--- src/rtl/mem_access_stage.sv ---
// MEM stage: issues word loads/stores over a req/ready handshake and registers results for MEM2WB.
// Faults (misalignment, memory timeout) turn into single-cycle error pulses so the pipeline never deadlocks.
module mem_access_stage #(
  parameter int unsigned TIMEOUT_CYCLES = 16,
  parameter int unsigned CNT_W          = 5
) (
  input  logic        clk,
  input  logic        rst_n,
  input  logic        valid_in,
  input  logic [4:0]  write_reg_in,
  input  logic [31:0] alu_result_in,
  input  logic [31:0] store_data_in,
  input  logic        MemRead_in,
  input  logic        MemWrite_in,
  input  logic        MemtoReg_in,
  input  logic [31:0] pc_in,
  input  logic        DataC_in,
  output logic        stall_out,
  output logic        dmem_req,
  output logic        dmem_we,
  output logic [31:0] dmem_addr,
  output logic [31:0] dmem_wdata,
  input  logic        dmem_ready,
  input  logic [31:0] dmem_rdata,
  output logic        valid_out,
  output logic [4:0]  write_reg_out,
  output logic [31:0] AluResOut,
  output logic [31:0] MemDataOut,
  output logic        MemtoRegOut,
  output logic [31:0] pc_out,
  output logic        DatacOut,
  output logic        align_err,
  output logic        timeout_err
);

  typedef enum logic {IDLE, BUSY} state_t;

  state_t           state, state_d;
  logic [CNT_W-1:0] cnt, cnt_d;

  logic [4:0]  lat_write_reg;
  logic [31:0] lat_addr;
  logic [31:0] lat_wdata;
  logic [31:0] lat_pc;
  logic        lat_we;
  logic        lat_load;
  logic        lat_memtoreg;
  logic        lat_datac;

  logic mem_op;
  logic start_access;
  logic publish_in;
  logic misaligned;
  logic done;
  logic abort;

  assign mem_op = MemRead_in | MemWrite_in;

  always_comb begin
    state_d      = state;
    cnt_d        = cnt;
    start_access = 1'b0;
    publish_in   = 1'b0;
    misaligned   = 1'b0;
    done         = 1'b0;
    abort        = 1'b0;
    case (state)
      IDLE: begin
        if (valid_in) begin
          if (mem_op && (alu_result_in[1:0] == 2'b00)) begin
            start_access = 1'b1;
            cnt_d        = '0;
            state_d      = BUSY;
          end else begin
            // Misaligned memory ops retire like ALU ops, flagged instead of accessed
            publish_in = 1'b1;
            misaligned = mem_op;
          end
        end
      end
      BUSY: begin
        if (dmem_ready) begin
          done    = 1'b1;
          state_d = IDLE;
        end else if (cnt == CNT_W'(TIMEOUT_CYCLES - 1)) begin
          abort   = 1'b1;
          state_d = IDLE;
        end else begin
          cnt_d = cnt + 1'b1;
        end
      end
      default: state_d = IDLE;
    endcase
  end

  always_ff @(posedge clk or negedge rst_n) begin
    if (!rst_n) begin
      state <= IDLE;
      cnt   <= '0;
    end else begin
      state <= state_d;
      cnt   <= cnt_d;
    end
  end

  always_ff @(posedge clk or negedge rst_n) begin
    if (!rst_n) begin
      lat_write_reg <= '0;
      lat_addr      <= '0;
      lat_wdata     <= '0;
      lat_pc        <= '0;
      lat_we        <= 1'b0;
      lat_load      <= 1'b0;
      lat_memtoreg  <= 1'b0;
      lat_datac     <= 1'b0;
    end else if (start_access) begin
      lat_write_reg <= write_reg_in;
      lat_addr      <= alu_result_in;
      lat_wdata     <= store_data_in;
      lat_pc        <= pc_in;
      lat_we        <= MemWrite_in;
      lat_load      <= MemRead_in & ~MemWrite_in;
      lat_memtoreg  <= MemtoReg_in;
      lat_datac     <= DataC_in;
    end
  end

  always_ff @(posedge clk or negedge rst_n) begin
    if (!rst_n) begin
      valid_out     <= 1'b0;
      align_err     <= 1'b0;
      timeout_err   <= 1'b0;
      write_reg_out <= '0;
      AluResOut     <= '0;
      MemDataOut    <= '0;
      MemtoRegOut   <= 1'b0;
      pc_out        <= '0;
      DatacOut      <= 1'b0;
    end else begin
      valid_out   <= publish_in | done | abort;
      align_err   <= misaligned;
      timeout_err <= abort;
      if (publish_in) begin
        write_reg_out <= write_reg_in;
        AluResOut     <= alu_result_in;
        MemDataOut    <= '0;
        MemtoRegOut   <= MemtoReg_in;
        pc_out        <= pc_in;
        DatacOut      <= DataC_in;
      end else if (done || abort) begin
        write_reg_out <= lat_write_reg;
        AluResOut     <= lat_addr;
        MemDataOut    <= (done && lat_load) ? dmem_rdata : '0;
        MemtoRegOut   <= lat_memtoreg;
        pc_out        <= lat_pc;
        DatacOut      <= lat_datac;
      end
    end
  end

  assign stall_out  = (state == BUSY);
  assign dmem_req   = (state == BUSY);
  assign dmem_we    = (state == BUSY) & lat_we;
  assign dmem_addr  = {lat_addr[31:2], 2'b00};
  assign dmem_wdata = lat_wdata;

endmodule

--- config.mk ---
export PLATFORM = sky130hd
export DESIGN_NAME = mem_access_stage
export DESIGN_NICKNAME = d
export VERILOG_FILES = /design/src/rtl/mem_access_stage.sv
export SDC_FILE = /design/constraint.sdc
export NUM_CORES = 1
export LEC_CHECK = 0
export BUFFER_PORTS_ARGS = -buffer_cell sky130_fd_sc_hd__clkbuf_2
export CAP_MARGIN = 20
export CORE_ASPECT_RATIO = 0.7
export CORE_MARGIN = 1.5
export CORE_UTILIZATION = 50
export DETAILED_ROUTE_END_ITERATION = 10
export MAX_ROUTING_LAYER = met4
export PLACE_DENSITY_LB_ADDON = 0.2
export SETUP_SLACK_MARGIN = 0.02
export SYNTH_ARGS = -nofsm -noshare
export SYNTH_HDL_FRONTEND = slang
export SYNTH_SLANG_ARGS = --single-unit
--- constraint.sdc ---
create_clock -name clk -period 2.2 [get_ports clk]
set_input_delay 0.11 -clock clk [delete_from_list [all_inputs] [get_ports clk]]
set_output_delay 0.11 -clock clk [all_outputs]
set_load 0.01 [all_outputs]
==> impl_metrics.xml, run 1 <==
<?xml version="1.0" encoding="UTF-8"?>
<metrics>
  <group name="outcome">
    <metric name="run_status" unit="">finished, violations left</metric>
    <metric name="violations" unit="">DRC</metric>
  </group>
  <group name="finish">
    <metric name="fin_nets" unit="">1323</metric>
    <metric name="fill_cells" unit="">1256</metric>
    <metric name="post_synthesis_to_final_layout_area_growth" unit="%">40.78</metric>
    <metric name="layout.cells.most_common_list" unit="">clkbuf_2 (310), dfrtp_1 (217), nor2_1 (144)</metric>
    <metric name="layout-drive-gt1-share" unit="%">39.63</metric>
    <metric name="sequential_cell_area" unit="sq mm">0.005430</metric>
    <metric name="multi_input_area" unit="sq mm">0.003387</metric>
    <metric name="mostFrequentLayoutCell" unit="">clkbuf_2</metric>
  </group>
  <group name="global_route">
    <metric name="global_route.usage.total" unit="%">28.81</metric>
    <metric name="grt_pass1_wl" unit="mm">44.21</metric>
    <metric name="first_global_vias" unit="">8241</metric>
    <metric name="global_route.usage.met1" unit="%">35.50</metric>
    <metric name="grt_most_used_layer" unit="">met2</metric>
    <metric name="largest_net_degree_at_the_start_of_global_routing" unit="">105</metric>
    <metric name="grt_util_met2" unit="%">48.03</metric>
    <metric name="grt.met3_usage" unit="%">5.197</metric>
    <metric name="antenna_violations_before_repair" unit="">1</metric>
    <metric name="globalRouteOverflowTotal" unit="">0</metric>
  </group>
  <group name="power">
    <metric name="power.static_leakage" unit="nW">6.140</metric>
    <metric name="power_frac_seq" unit="%">44.9</metric>
    <metric name="p_int" unit="mW">8.302</metric>
    <metric name="peakVddDrop" unit="uV">581.0</metric>
    <metric name="power_per_cell_area" unit="mW/mm^2">890.5</metric>
    <metric name="switching_portion_of_total_power" unit="%">29.12</metric>
    <metric name="comb_power_share" unit="%">22.9</metric>
    <metric name="power_frac_clock" unit="%">32.2</metric>
    <metric name="total_switching_power" unit="mW">3.411</metric>
  </group>
  <group name="clocking">
    <metric name="cts_tree" unit="">yes</metric>
    <metric name="clkSlewWorstSetupHoldPaths" unit="ps">60</metric>
    <metric name="cts.sink_count" unit="">217</metric>
    <metric name="clock_latency" unit="ps">510</metric>
    <metric name="ctsRootBufferMaster" unit="">clkbuf_16</metric>
    <metric name="cts-buffers-inserted" unit="">22</metric>
    <metric name="maximum_buffer_depth_of_the_clock_tree" unit="">3</metric>
    <metric name="ctsHtreeMaxLevel" unit="">1</metric>
  </group>
  <group name="critical_path">
    <metric name="worst-path-max-fanout" unit="">4</metric>
    <metric name="startpoint_type" unit="">flip-flop</metric>
    <metric name="end_kind" unit="">flip-flop</metric>
    <metric name="worstSetupPathType" unit="">flip-flop to flip-flop</metric>
    <metric name="cp_cell_sequence" unit="">ha_1, and3_1, ha_2, or3b_1, or3_1, a21oi_1</metric>
    <metric name="critPathRequiredTime" unit="ps">2640</metric>
    <metric name="cp_slowest_cell" unit="">dfrtp_1</metric>
    <metric name="arrival_time_of_data_at_the_critical_path_endpoint" unit="ps">2460</metric>
    <metric name="worst_path_largest_cell_delay" unit="ps">420</metric>
  </group>
  <group name="yosys">
    <metric name="seq_area_frac_synth" unit="%">58.12</metric>
    <metric name="synth_enable_flop_cells" unit="">0</metric>
    <metric name="synthesis.yosys.warnings" unit="">0</metric>
    <metric name="post_synth_num_cell_types" unit="">37</metric>
    <metric name="avgSynthCellArea" unit="sq um">11.99</metric>
    <metric name="synth.cell_area" unit="sq mm">0.009343</metric>
    <metric name="ys.flop_type" unit="">dfrtp_1</metric>
    <metric name="synth.ff_latch_count" unit="">217</metric>
    <metric name="synth_cells" unit="">779</metric>
    <metric name="synth-async-reset-ratio" unit="%">100.0</metric>
  </group>
  <group name="sta">
    <metric name="grt_setup_unrepaired" unit="">false</metric>
    <metric name="slew_hr" unit="%">58.07</metric>
    <metric name="report.final.hold_viol_count" unit="">0</metric>
    <metric name="hold_ws" unit="ps">69.95</metric>
    <metric name="final-max-slew-violation-count" unit="">0</metric>
    <metric name="tns" unit="ps">0</metric>
    <metric name="finalCriticalPeriod" unit="ps">2021</metric>
    <metric name="maximum_operating_frequency" unit="MHz">494.9</metric>
    <metric name="worst_clock_skew" unit="ps">16.88</metric>
    <metric name="final_critical_path_share_of_the_clock_period" unit="%">91.85</metric>
    <metric name="final-setup-viol-count" unit="">0</metric>
    <metric name="worst-slew-pin-transition" unit="ps">629.0</metric>
  </group>
  <group name="floorplanning">
    <metric name="fp-row-count" unit="">41</metric>
    <metric name="design.core.area" unit="sq mm">0.01816</metric>
    <metric name="dieWidth" unit="microns">166.4</metric>
    <metric name="initial_core_util" unit="%">51.45</metric>
    <metric name="pin_count" unit="">314</metric>
    <metric name="die_area" unit="sq mm">0.01953</metric>
    <metric name="die_h" unit="microns">117.4</metric>
  </group>
  <group name="drt">
    <metric name="drc" unit="">21</metric>
    <metric name="drt_first_pass_iters" unit="">8</metric>
    <metric name="route.detailed.vias_per_inst" unit="">5.526</metric>
    <metric name="drt_iter0_drc" unit="">559</metric>
    <metric name="num_vias" unit="">7919</metric>
    <metric name="route.detailed.wl_per_inst" unit="microns">19.25</metric>
    <metric name="ant_nets" unit="">0</metric>
    <metric name="drt_wl_total" unit="mm">27.58</metric>
  </group>
  <group name="min_path">
    <metric name="worst_hold_path_type" unit="">primary input to flip-flop</metric>
  </group>
  <group name="placement">
    <metric name="dp_hpwl" unit="mm">15.83</metric>
    <metric name="port_buffers" unit="">311</metric>
    <metric name="finalWeightedCongestion" unit="">0.7985</metric>
  </group>
  <group name="flow_run">
    <metric name="drv_cap" unit="">0</metric>
  </group>
</metrics>
==> power groups by stage <==
stage               clock network, mW  logic (mW)  registers [mW]
finish                           3.77        2.69            5.26
CTS                              3.83        2.66            5.23
floorplan                           0        1.30            5.44
global placement                    0        2.40            5.28
global route                     3.99        2.90            5.35
detailed placement                  0        2.46            5.29
==> what timing repair did <==
item                       4_1_cts  5_1_grt
setup endpoints to repair        0       35
gates resized for setup          0        3
hold endpoints to repair       365        0
hold buffers                   138        0
buffers inserted                 0        3
==> path summary, 6_finish.rpt <==
| check | start | to | slack (ps) | depth (start not counted) |
|---|---|---|---|---|
| setup / recovery | cnt[0] | cnt[3] | 180 | 6 |
| hold / removal | MemRead_in | align_err | 70 | 4 |
| setup reg to reg | cnt[0] | cnt[3] | 180 | 6 |
| hold reg to reg | lat_addr[1] | lat_addr[1] | 490 | 1 |
| max in group asynchronous | rst_n | lat_addr[9] | 1410 | 3 |
| min in group asynchronous | rst_n | lat_pc[3] | 150 | 2 |
==> routing by layer <==
layer	up-vias	part of all wire (%)
li1	3605	-
met1	3950	42
met2	298	49
met3	66	6.5
met4	0	3.2
met5	-	0
==> critical path: cells and delay by family, from the launching register on <==
kind | cells | cell delay, ps
compound gates | 1 | 140
fa+ha+maj | 2 | 440
flops | 1 | 420
simple gates | 3 | 960
==> cells in the mapped netlist (2+ instances only) <==
cell type | count | area [sq um]
a211oi_1 | 141 | 1059
a21oi_1 | 2 | 10.01
a32o_1 | 32 | 320.3
and2_1 | 3 | 18.77
and3_1 | 2 | 12.51
buf_2 | 17 | 85.08
buf_4 | 33 | 247.7
buf_6 | 5 | 56.30
clkbuf_1 | 47 | 176.4
dfrtp_1 | 217 | 5430
ha_1 | 2 | 25.02
inv_1 | 3 | 11.26
mux2_1 | 9 | 101.4
mux2_2 | 93 | 1047
nand2_1 | 4 | 15.01
nor2_1 | 145 | 544.3
o21ai_1 | 2 | 10.01
o22ai_1 | 2 | 12.51
or2_2 | 2 | 12.51
==> kinds of logic (layout without fill, tap and decap cells) <==
| family | after synthesis | in the layout | share of synthesized area (%) |
|---|---|---|---|
| multiplexers | 103 | 103 | 12.40 |
| AO/OA/AOI/OAI | 185 | 185 | 15.60 |
| adder cells (fa/ha/maj) | 2 | 2 | 0.2678 |
| AND/OR/NAND/NOR | 166 | 166 | 7.393 |
| flip-flops | 217 | 217 | 58.12 |
| other | 1 | 3 | 0.04014 |
| buffers and inverters | 105 | 521 | 6.174 |
==> per-stage QoR <==
step           util [%]  setup slack, ps  instances  power, mW  cell area (sq um)
6_report          72.43            179.2       1433      11.71              13150
3_5_place_dp      60.54            142.9       1250      7.750              10990
4_1_cts           72.08            103.5       1428      11.72              13090
3_3_place_gp      60.54            164.4       1250      7.675              10990
5_1_grt           72.43            44.29       1433      12.24              13150
2_1_floorplan         -            157.6        780      6.739               9346
==> cell type report <==
cell class / instances / share of cell area [%]
Sequential cell: 217 / 41.29
Multi-Input combinational cell: 458 / 25.75
Timing Repair Buffer: 478 / 25.18
Clock buffer: 33 / 4.737
Tap cell: 236 / 2.245
Clock inverter: 7 / 0.6944
Inverter: 3 / 0.08562
Antenna cell: 1 / 0.01903
(Power assumes the default switching activity.)
==> run 2, diff against run 1 <==
--- a/config.mk
+++ b/config.mk
@@ -9,7 +9,7 @@
 export CAP_MARGIN = 20
 export CORE_ASPECT_RATIO = 0.7
 export CORE_MARGIN = 1.5
-export CORE_UTILIZATION = 50
+export CORE_UTILIZATION = 46
 export DETAILED_ROUTE_END_ITERATION = 10
 export MAX_ROUTING_LAYER = met4
 export PLACE_DENSITY_LB_ADDON = 0.2
==> constraint.sdc (replaced) <==
create_clock -name clk -period 1.75 [get_ports clk]
set_input_delay 0.0875 -clock clk [delete_from_list [all_inputs] [get_ports clk]]
set_output_delay 0.0875 -clock clk [all_outputs]
set_load 0.01 [all_outputs]
==> run 2 against run 1 <==
The run ends with setup timing left. Sequential share of layout area fell by 2.1 points. Die area rose by 8.5%. Final cell count grew 3.5%. Largest power group unchanged. Via count increased by 0.64%. Flip-flop and latch count did not move. Combinational power grew 39%. Clock power up 23%. Global-route usage shrank 2.4 points.
==> impl_metrics.xml, run 2 (synthesized netlist as in run 1, its figures left out) <==
<?xml version="1.0" encoding="UTF-8"?>
<metrics>
  <group name="global_route">
    <metric name="grt_pass1_wl" unit="mm">43.57</metric>
    <metric name="largest_net_degree_at_the_start_of_global_routing" unit="">73</metric>
    <metric name="antenna_violations_before_repair" unit="">1</metric>
    <metric name="grt_most_used_layer" unit="">met2</metric>
    <metric name="grt_util_met2" unit="%">42.02</metric>
    <metric name="grt.met3_usage" unit="%">4.430</metric>
    <metric name="first_global_vias" unit="">8126</metric>
    <metric name="global_route.usage.total" unit="%">26.40</metric>
    <metric name="globalRouteOverflowTotal" unit="">0</metric>
    <metric name="global_route.usage.met1" unit="%">35.57</metric>
  </group>
  <group name="drt">
    <metric name="drc" unit="">0</metric>
    <metric name="ant_nets" unit="">0</metric>
    <metric name="num_vias" unit="">7970</metric>
    <metric name="drt_first_pass_iters" unit="">5</metric>
    <metric name="drt_iter0_drc" unit="">594</metric>
    <metric name="route.detailed.wl_per_inst" unit="microns">19.23</metric>
    <metric name="drt_wl_total" unit="mm">28.53</metric>
    <metric name="route.detailed.vias_per_inst" unit="">5.374</metric>
  </group>
  <group name="finish">
    <metric name="layout.cells.most_common_list" unit="">clkbuf_2 (310), dfrtp_1 (217), dlygate4sd3_1 (137)</metric>
    <metric name="post_synthesis_to_final_layout_area_growth" unit="%">48.24</metric>
    <metric name="mostFrequentLayoutCell" unit="">clkbuf_2</metric>
    <metric name="sequential_cell_area" unit="sq mm">0.005430</metric>
    <metric name="final_area" unit="sq mm">0.01385</metric>
    <metric name="multi_input_area" unit="sq mm">0.003772</metric>
    <metric name="fill_cells" unit="">1435</metric>
    <metric name="fin_nets" unit="">1339</metric>
    <metric name="postLayoutCoreUtil" unit="%">69.76</metric>
    <metric name="layout-drive-gt1-share" unit="%">46.78</metric>
  </group>
  <group name="critical_path">
    <metric name="crit-reg2reg-launch" unit="">cnt[1]</metric>
    <metric name="worst-path-max-fanout" unit="">19</metric>
    <metric name="end_kind" unit="">flip-flop</metric>
    <metric name="worst_path_largest_cell_delay" unit="ps">380</metric>
    <metric name="critPathRequiredTime" unit="ps">2110</metric>
    <metric name="worst_setup_path_startpoint" unit="">cnt[1]</metric>
    <metric name="cp_slowest_cell" unit="">dfrtp_1</metric>
    <metric name="arrival_time_of_data_at_the_critical_path_endpoint" unit="ps">2200</metric>
    <metric name="worstSetupPathType" unit="">flip-flop to flip-flop</metric>
    <metric name="startpoint_type" unit="">flip-flop</metric>
    <metric name="cp_cell_sequence" unit="">ha_2, and3_4, ha_4, buf_6, o21a_4, buf_12, nor2_1, a211oi_2</metric>
  </group>
  <group name="sta">
    <metric name="final-max-slew-violation-count" unit="">0</metric>
    <metric name="maximum_operating_frequency" unit="MHz">542.0</metric>
    <metric name="grt_setup_unrepaired" unit="">true</metric>
    <metric name="finalWorstSetupSlack" unit="ps">-94.91</metric>
    <metric name="finalCriticalPeriod" unit="ps">1845</metric>
    <metric name="final_critical_path_share_of_the_clock_period" unit="%">105.4</metric>
    <metric name="worst_clock_skew" unit="ps">8.425</metric>
    <metric name="worst-slew-pin-transition" unit="ps">581.1</metric>
    <metric name="slew_hr" unit="%">61.26</metric>
    <metric name="report.final.hold_viol_count" unit="">0</metric>
    <metric name="final-setup-viol-count" unit="">78</metric>
  </group>
  <group name="power">
    <metric name="power.static_leakage" unit="nW">6.405</metric>
    <metric name="peakVddDrop" unit="uV">617.4</metric>
    <metric name="power_per_cell_area" unit="mW/mm^2">1084</metric>
  </group>
  <group name="floorplanning">
    <metric name="die_h" unit="microns">122.2</metric>
    <metric name="die_area" unit="sq mm">0.02119</metric>
    <metric name="pin_count" unit="">314</metric>
    <metric name="dieWidth" unit="microns">173.3</metric>
    <metric name="design.core.area" unit="sq mm">0.01985</metric>
    <metric name="fp-row-count" unit="">43</metric>
    <metric name="initial_core_util" unit="%">47.06</metric>
  </group>
  <group name="clocking">
    <metric name="ctsRootBufferMaster" unit="">clkbuf_16</metric>
    <metric name="clkSlewWorstSetupHoldPaths" unit="ps">60</metric>
    <metric name="ctsHtreeMaxLevel" unit="">1</metric>
    <metric name="cts-buffers-inserted" unit="">22</metric>
    <metric name="cts_tree" unit="">yes</metric>
    <metric name="maximum_buffer_depth_of_the_clock_tree" unit="">3</metric>
    <metric name="cts.sink_count" unit="">217</metric>
    <metric name="clock_latency" unit="ps">500</metric>
  </group>
  <group name="min_path">
    <metric name="hold_path_startpoint" unit="">alu_result_in[0]</metric>
    <metric name="worst_hold_path_type" unit="">primary input to flip-flop</metric>
  </group>
  <group name="outcome">
    <metric name="run_status" unit="">finished, violations left</metric>
    <metric name="violations" unit="">setup timing</metric>
  </group>
  <group name="flow_run">
    <metric name="drv_cap" unit="">0</metric>
  </group>
  <group name="placement">
    <metric name="finalWeightedCongestion" unit="">0.8053</metric>
    <metric name="dpl_worst_slack" unit="ps">-129.0</metric>
    <metric name="port_buffers" unit="">311</metric>
    <metric name="placed_cell_area" unit="sq mm">0.01133</metric>
    <metric name="dp_hpwl" unit="mm">16.46</metric>
  </group>
</metrics>
[run 2: cell types whose count changed in the layout (fill, tap and decap cells not counted), sizes merged]
cell	previous run	this run
clkinvlp	1	2
buf	29	44
clkbuf	344	346
bufinv	2	1
dlygate4sd3	138	137
[run 2: worst paths after layout]
path                                   to  slack (ps)  cells after the start
setup / recovery                pc_out[7]         -90                      8
hold / removal                   dmem_req          50                      3
min in group asynchronous    lat_addr[13]          90                      2
max in group asynchronous  MemDataOut[25]        1000                      3
hold reg to reg               lat_addr[0]         490                      1
setup reg to reg                pc_out[7]         -90                      8
[run 2: power breakdown]
group / internal (mW) / switching [mW] / total, mW
registers: 6.01 / 0.627 / 6.64
clock network: 2.69 / 1.94 / 4.63
logic: 1.93 / 1.82 / 3.75
[run 2: metal layers]
layer  vias up  part of all wire, %
met5         -                    0
met4         0                  2.2
met3        48                  6.2
met2       296                   47
met1      3975                   44
li1       3651                    -
[run 2: repair_timing]
item                       CTS  global route
gates cloned                 0             5
setup buffers                2             2
gates resized for setup     18            53
pin swaps                    2            10
setup endpoints to repair  108           115
hold buffers               137             0
hold endpoints to repair   421             0
[run 2: critical path: cells and delay by family (launching register included)]
family          cells  cell delay, ps
buf+inv             2             300
fa+ha+maj           2             350
simple gates        2             310
compound gates      2             350
flops               1             380
[run 2: metrics by stage]
step                      instances  hold slack [ps]  TNS (ps)  power [mW]
after CTS                      1475            14.35     -3668       14.89
after floorplan                 780           -208.1     -2094       8.586
after global routing           1483            52.00    -10750       15.73
final                          1483            53.05     -2951       15.02
after global placement         1296            26.86     -1311       9.860
after detailed placement       1296            23.04     -5848       9.940
[run 2: final cells by class]
type | instances | share of cell area [%]
sequential | 217 | 39.21
multi-input combinational | 458 | 27.24
timing repair buffer | 494 | 25.90
clock buffer | 33 | 4.644
tap | 270 | 2.439
clock inverter | 7 | 0.4698
inverter | 3 | 0.08131
antenna | 1 | 0.01807
==> run 3, diff against run 2 <==
--- a/config.mk
+++ b/config.mk
@@ -9,7 +9,7 @@
 export CAP_MARGIN = 20
 export CORE_ASPECT_RATIO = 0.7
 export CORE_MARGIN = 1.5
-export CORE_UTILIZATION = 46
+export CORE_UTILIZATION = 50
 export DETAILED_ROUTE_END_ITERATION = 10
 export MAX_ROUTING_LAYER = met4
 export PLACE_DENSITY_LB_ADDON = 0.2
==> constraint.sdc (replaced) <==
create_clock -name clk -period 1.7 [get_ports clk]
set_input_delay 0.085 -clock clk [delete_from_list [all_inputs] [get_ports clk]]
set_output_delay 0.085 -clock clk [all_outputs]
set_load 0.01 [all_outputs]
==> run 3 against run 2 <==
Maximum frequency is 3.4% lower. First-iteration DRC count is 2.7% lower. Power increased by 2.5%. Clock skew shrank 2.4 ps. Sequential power is 3.2% higher. Highest routed layer unchanged. Critical path depth increased by 2. The flow finishes with violations (DRC, setup timing).
==> impl_metrics.xml, run 3 (synthesized netlist as in run 1, its figures left out) <==
<?xml version="1.0" encoding="UTF-8"?>
<metrics>
  <group name="outcome">
    <metric name="violations" unit="">DRC, setup timing</metric>
    <metric name="run_status" unit="">finished, violations left</metric>
  </group>
  <group name="drt">
    <metric name="drt_iter0_drc" unit="">578</metric>
    <metric name="drt_first_pass_iters" unit="">9</metric>
    <metric name="route.detailed.wl_per_inst" unit="microns">19.72</metric>
    <metric name="dr_wl_met3" unit="mm">1.888</metric>
    <metric name="wl_met1" unit="mm">12.09</metric>
    <metric name="num_vias" unit="">8165</metric>
    <metric name="route.detailed.vias_per_inst" unit="">5.635</metric>
    <metric name="wl_met2" unit="mm">13.71</metric>
    <metric name="drt_wl_total" unit="mm">28.58</metric>
    <metric name="drc" unit="">21</metric>
    <metric name="dr.max_layer_used" unit="">met4</metric>
    <metric name="ant_nets" unit="">0</metric>
  </group>
  <group name="sta">
    <metric name="worst_clock_skew" unit="ps">6.063</metric>
    <metric name="grt_setup_unrepaired" unit="">true</metric>
    <metric name="worst-slew-pin-transition" unit="ps">702.1</metric>
    <metric name="slew_hr" unit="%">53.20</metric>
    <metric name="tns" unit="ps">-10780</metric>
    <metric name="maximum_operating_frequency" unit="MHz">523.7</metric>
    <metric name="finalCriticalPeriod" unit="ps">1909</metric>
    <metric name="finalWorstSetupSlack" unit="ps">-209.4</metric>
    <metric name="final_critical_path_share_of_the_clock_period" unit="%">112.3</metric>
    <metric name="final-max-slew-violation-count" unit="">0</metric>
    <metric name="report.final.hold_viol_count" unit="">0</metric>
    <metric name="final-setup-viol-count" unit="">107</metric>
  </group>
  <group name="critical_path">
    <metric name="cp_slowest_cell" unit="">dfrtp_1</metric>
    <metric name="crit-reg2reg-launch" unit="">cnt[1]</metric>
    <metric name="startpoint_type" unit="">flip-flop</metric>
    <metric name="cp_cell_sequence" unit="">ha_2, and3_4, ha_4, buf_6, o21ai_4, buf_12, buf_12, buf_16, nor2_2, a211oi_2</metric>
    <metric name="cp_num_cells" unit="">10</metric>
    <metric name="cpMostUsedCell" unit="">buf_12</metric>
    <metric name="worst-path-max-fanout" unit="">6</metric>
    <metric name="critical_path_buf_inv_count" unit="">4</metric>
    <metric name="worst_setup_path_startpoint" unit="">cnt[1]</metric>
    <metric name="worst_reg2reg_endpoint" unit="">AluResOut[19]</metric>
    <metric name="critPathRequiredTime" unit="ps">2100</metric>
    <metric name="worstSetupPathType" unit="">flip-flop to flip-flop</metric>
    <metric name="worst-r2r-setup-slack" unit="ps">-210</metric>
    <metric name="critical_path_sink" unit="">AluResOut[19]</metric>
    <metric name="end_kind" unit="">flip-flop</metric>
    <metric name="arrival_time_of_data_at_the_critical_path_endpoint" unit="ps">2310</metric>
    <metric name="worst_r2r_path_depth" unit="">10</metric>
    <metric name="worst_path_largest_cell_delay" unit="ps">380</metric>
    <metric name="timing.critical_path.max_delay_family" unit="">buffers and inverters</metric>
  </group>
  <group name="floorplanning">
    <metric name="pin_count" unit="">314</metric>
    <metric name="design.core.area" unit="sq mm">0.01816</metric>
    <metric name="fp-row-count" unit="">41</metric>
    <metric name="initial_core_util" unit="%">51.45</metric>
    <metric name="dieWidth" unit="microns">166.4</metric>
    <metric name="die_area" unit="sq mm">0.01953</metric>
    <metric name="die_h" unit="microns">117.4</metric>
  </group>
  <group name="clocking">
    <metric name="ctsHtreeMaxLevel" unit="">1</metric>
    <metric name="ctsRootBufferMaster" unit="">clkbuf_16</metric>
    <metric name="clkSlewWorstSetupHoldPaths" unit="ps">70</metric>
    <metric name="clock_latency" unit="ps">490</metric>
    <metric name="cts.sink_count" unit="">217</metric>
    <metric name="cts_tree" unit="">yes</metric>
    <metric name="cts-buffers-inserted" unit="">21</metric>
    <metric name="maximum_buffer_depth_of_the_clock_tree" unit="">3</metric>
  </group>
  <group name="finish">
    <metric name="fin_nets" unit="">1342</metric>
    <metric name="n_antenna_cell" unit="">0</metric>
    <metric name="fill_cells" unit="">1124</metric>
    <metric name="post_synthesis_to_final_layout_area_growth" unit="%">48.40</metric>
    <metric name="multi_input_area" unit="sq mm">0.003774</metric>
    <metric name="layout-drive-gt1-share" unit="%">46.91</metric>
    <metric name="layout.cells.most_common_list" unit="">clkbuf_2 (310), dfrtp_1 (217), dlygate4sd3_1 (137)</metric>
    <metric name="sequential_cell_area" unit="sq mm">0.005430</metric>
    <metric name="mostFrequentLayoutCell" unit="">clkbuf_2</metric>
  </group>
  <group name="power">
    <metric name="power.static_leakage" unit="nW">6.458</metric>
    <metric name="p_int" unit="mW">10.87</metric>
    <metric name="comb_power_share" unit="%">25.2</metric>
    <metric name="power_per_cell_area" unit="mW/mm^2">1110</metric>
    <metric name="peakVddDrop" unit="uV">785.6</metric>
    <metric name="switching_portion_of_total_power" unit="%">29.36</metric>
    <metric name="power_frac_seq" unit="%">44.5</metric>
    <metric name="power.total" unit="mW">15.39</metric>
    <metric name="total_switching_power" unit="mW">4.519</metric>
    <metric name="power_frac_clock" unit="%">30.2</metric>
  </group>
  <group name="min_path">
    <metric name="worst_hold_path_type" unit="">primary input to flip-flop</metric>
    <metric name="hold_path_startpoint" unit="">alu_result_in[0]</metric>
  </group>
  <group name="global_route">
    <metric name="grt_pass1_wl" unit="mm">45.48</metric>
    <metric name="global_route.usage.total" unit="%">29.66</metric>
    <metric name="antenna_violations_before_repair" unit="">0</metric>
    <metric name="globalRouteOverflowTotal" unit="">0</metric>
    <metric name="first_global_vias" unit="">8498</metric>
    <metric name="largest_net_degree_at_the_start_of_global_routing" unit="">73</metric>
  </group>
  <group name="flow_run">
    <metric name="drv_cap" unit="">0</metric>
  </group>
  <group name="placement">
    <metric name="finalWeightedCongestion" unit="">0.7955</metric>
    <metric name="port_buffers" unit="">311</metric>
    <metric name="dp_hpwl" unit="mm">16.04</metric>
  </group>
</metrics>
==> run 3: changes by cell type in the layout (fill, tap and decap cells not counted), sizes merged <==
cell	before	now
buf	44	50
clkbuf	346	342
diode	1	0
clkinv	4	5
clkinvlp	2	0
==> run 3: timing repair <==
item | CTS | global route
hold buffers | 137 | 0
cloned | 4 | 1
pin swaps | 5 | 7
setup buffers | 4 | 4
hold endpoints to repair | 414 | 0
endpoints found under the setup margin | 110 | 111
gates resized for setup | 16 | 61
==> run 3: worst reg2reg max path: stages (launching register included) <==
cell and delay (ps):
dfrtp_1 380, ha_2 190, and3_4 170, ha_4 160
buf_6 110, o21ai_4 150, buf_12 170, buf_12 120
buf_16 140, nor2_2 60, a211oi_2 180
==> run 3: how the worst min path moves through the flow <==
stage | end | slack (ps) | cells after the start
after floorplan | AluResOut[0] | -210 | 0
after global placement | pc_out[7] | 60 | 1
after detailed placement | pc_out[10] | 60 | 1
after CTS | AluResOut[0] | 10 | 4
after global routing | AluResOut[0] | 70 | 4
final | AluResOut[0] | 30 | 4
==> run 3: area by class of cell <==
class                   count  share of cell area [%]
clock buffers              31                   4.494
inverters                   3                 0.08122
clock inverters             6                  0.3971
repair buffers            498                   26.51
flip-flops and latches    217                   39.17
well taps                 236                   2.130
multi-input cells         458                   27.22
==> run 3: layer usage <==
metal	vias to the layer above	track usage [%]
li1	3641	-
met1	4106	38.69
met2	352	47.24
met3	66	5.602
met4	0	9.318
met5	-	-
==> run 3: power groups by stage <==
stage | Combinational (mW) | Clock (mW) | Sequential (mW)
CTS | 3.69 | 4.72 | 6.80
finish | 3.89 | 4.65 | 6.85
floorplan | 1.79 | 0 | 7.05
global route | 4.16 | 4.95 | 6.97
detailed placement | 3.35 | 0 | 6.87
global placement | 3.29 | 0 | 6.84
==> run 3: stage by stage <==
step	area (sq um)	utilization [%]	hold slack, ps	cells	worst slack, ps
2_1_floorplan	9499	-	-210.6	780	-198.8
3_3_place_gp	11300	62.25	61.38	1264	-124.8
3_5_place_dp	11300	62.25	62.66	1264	-202.6
4_1_cts	13590	74.82	13.96	1446	-187.6
5_1_grt	13860	76.35	69.93	1449	-282.1
6_report	13860	76.35	28.71	1449	-209.4
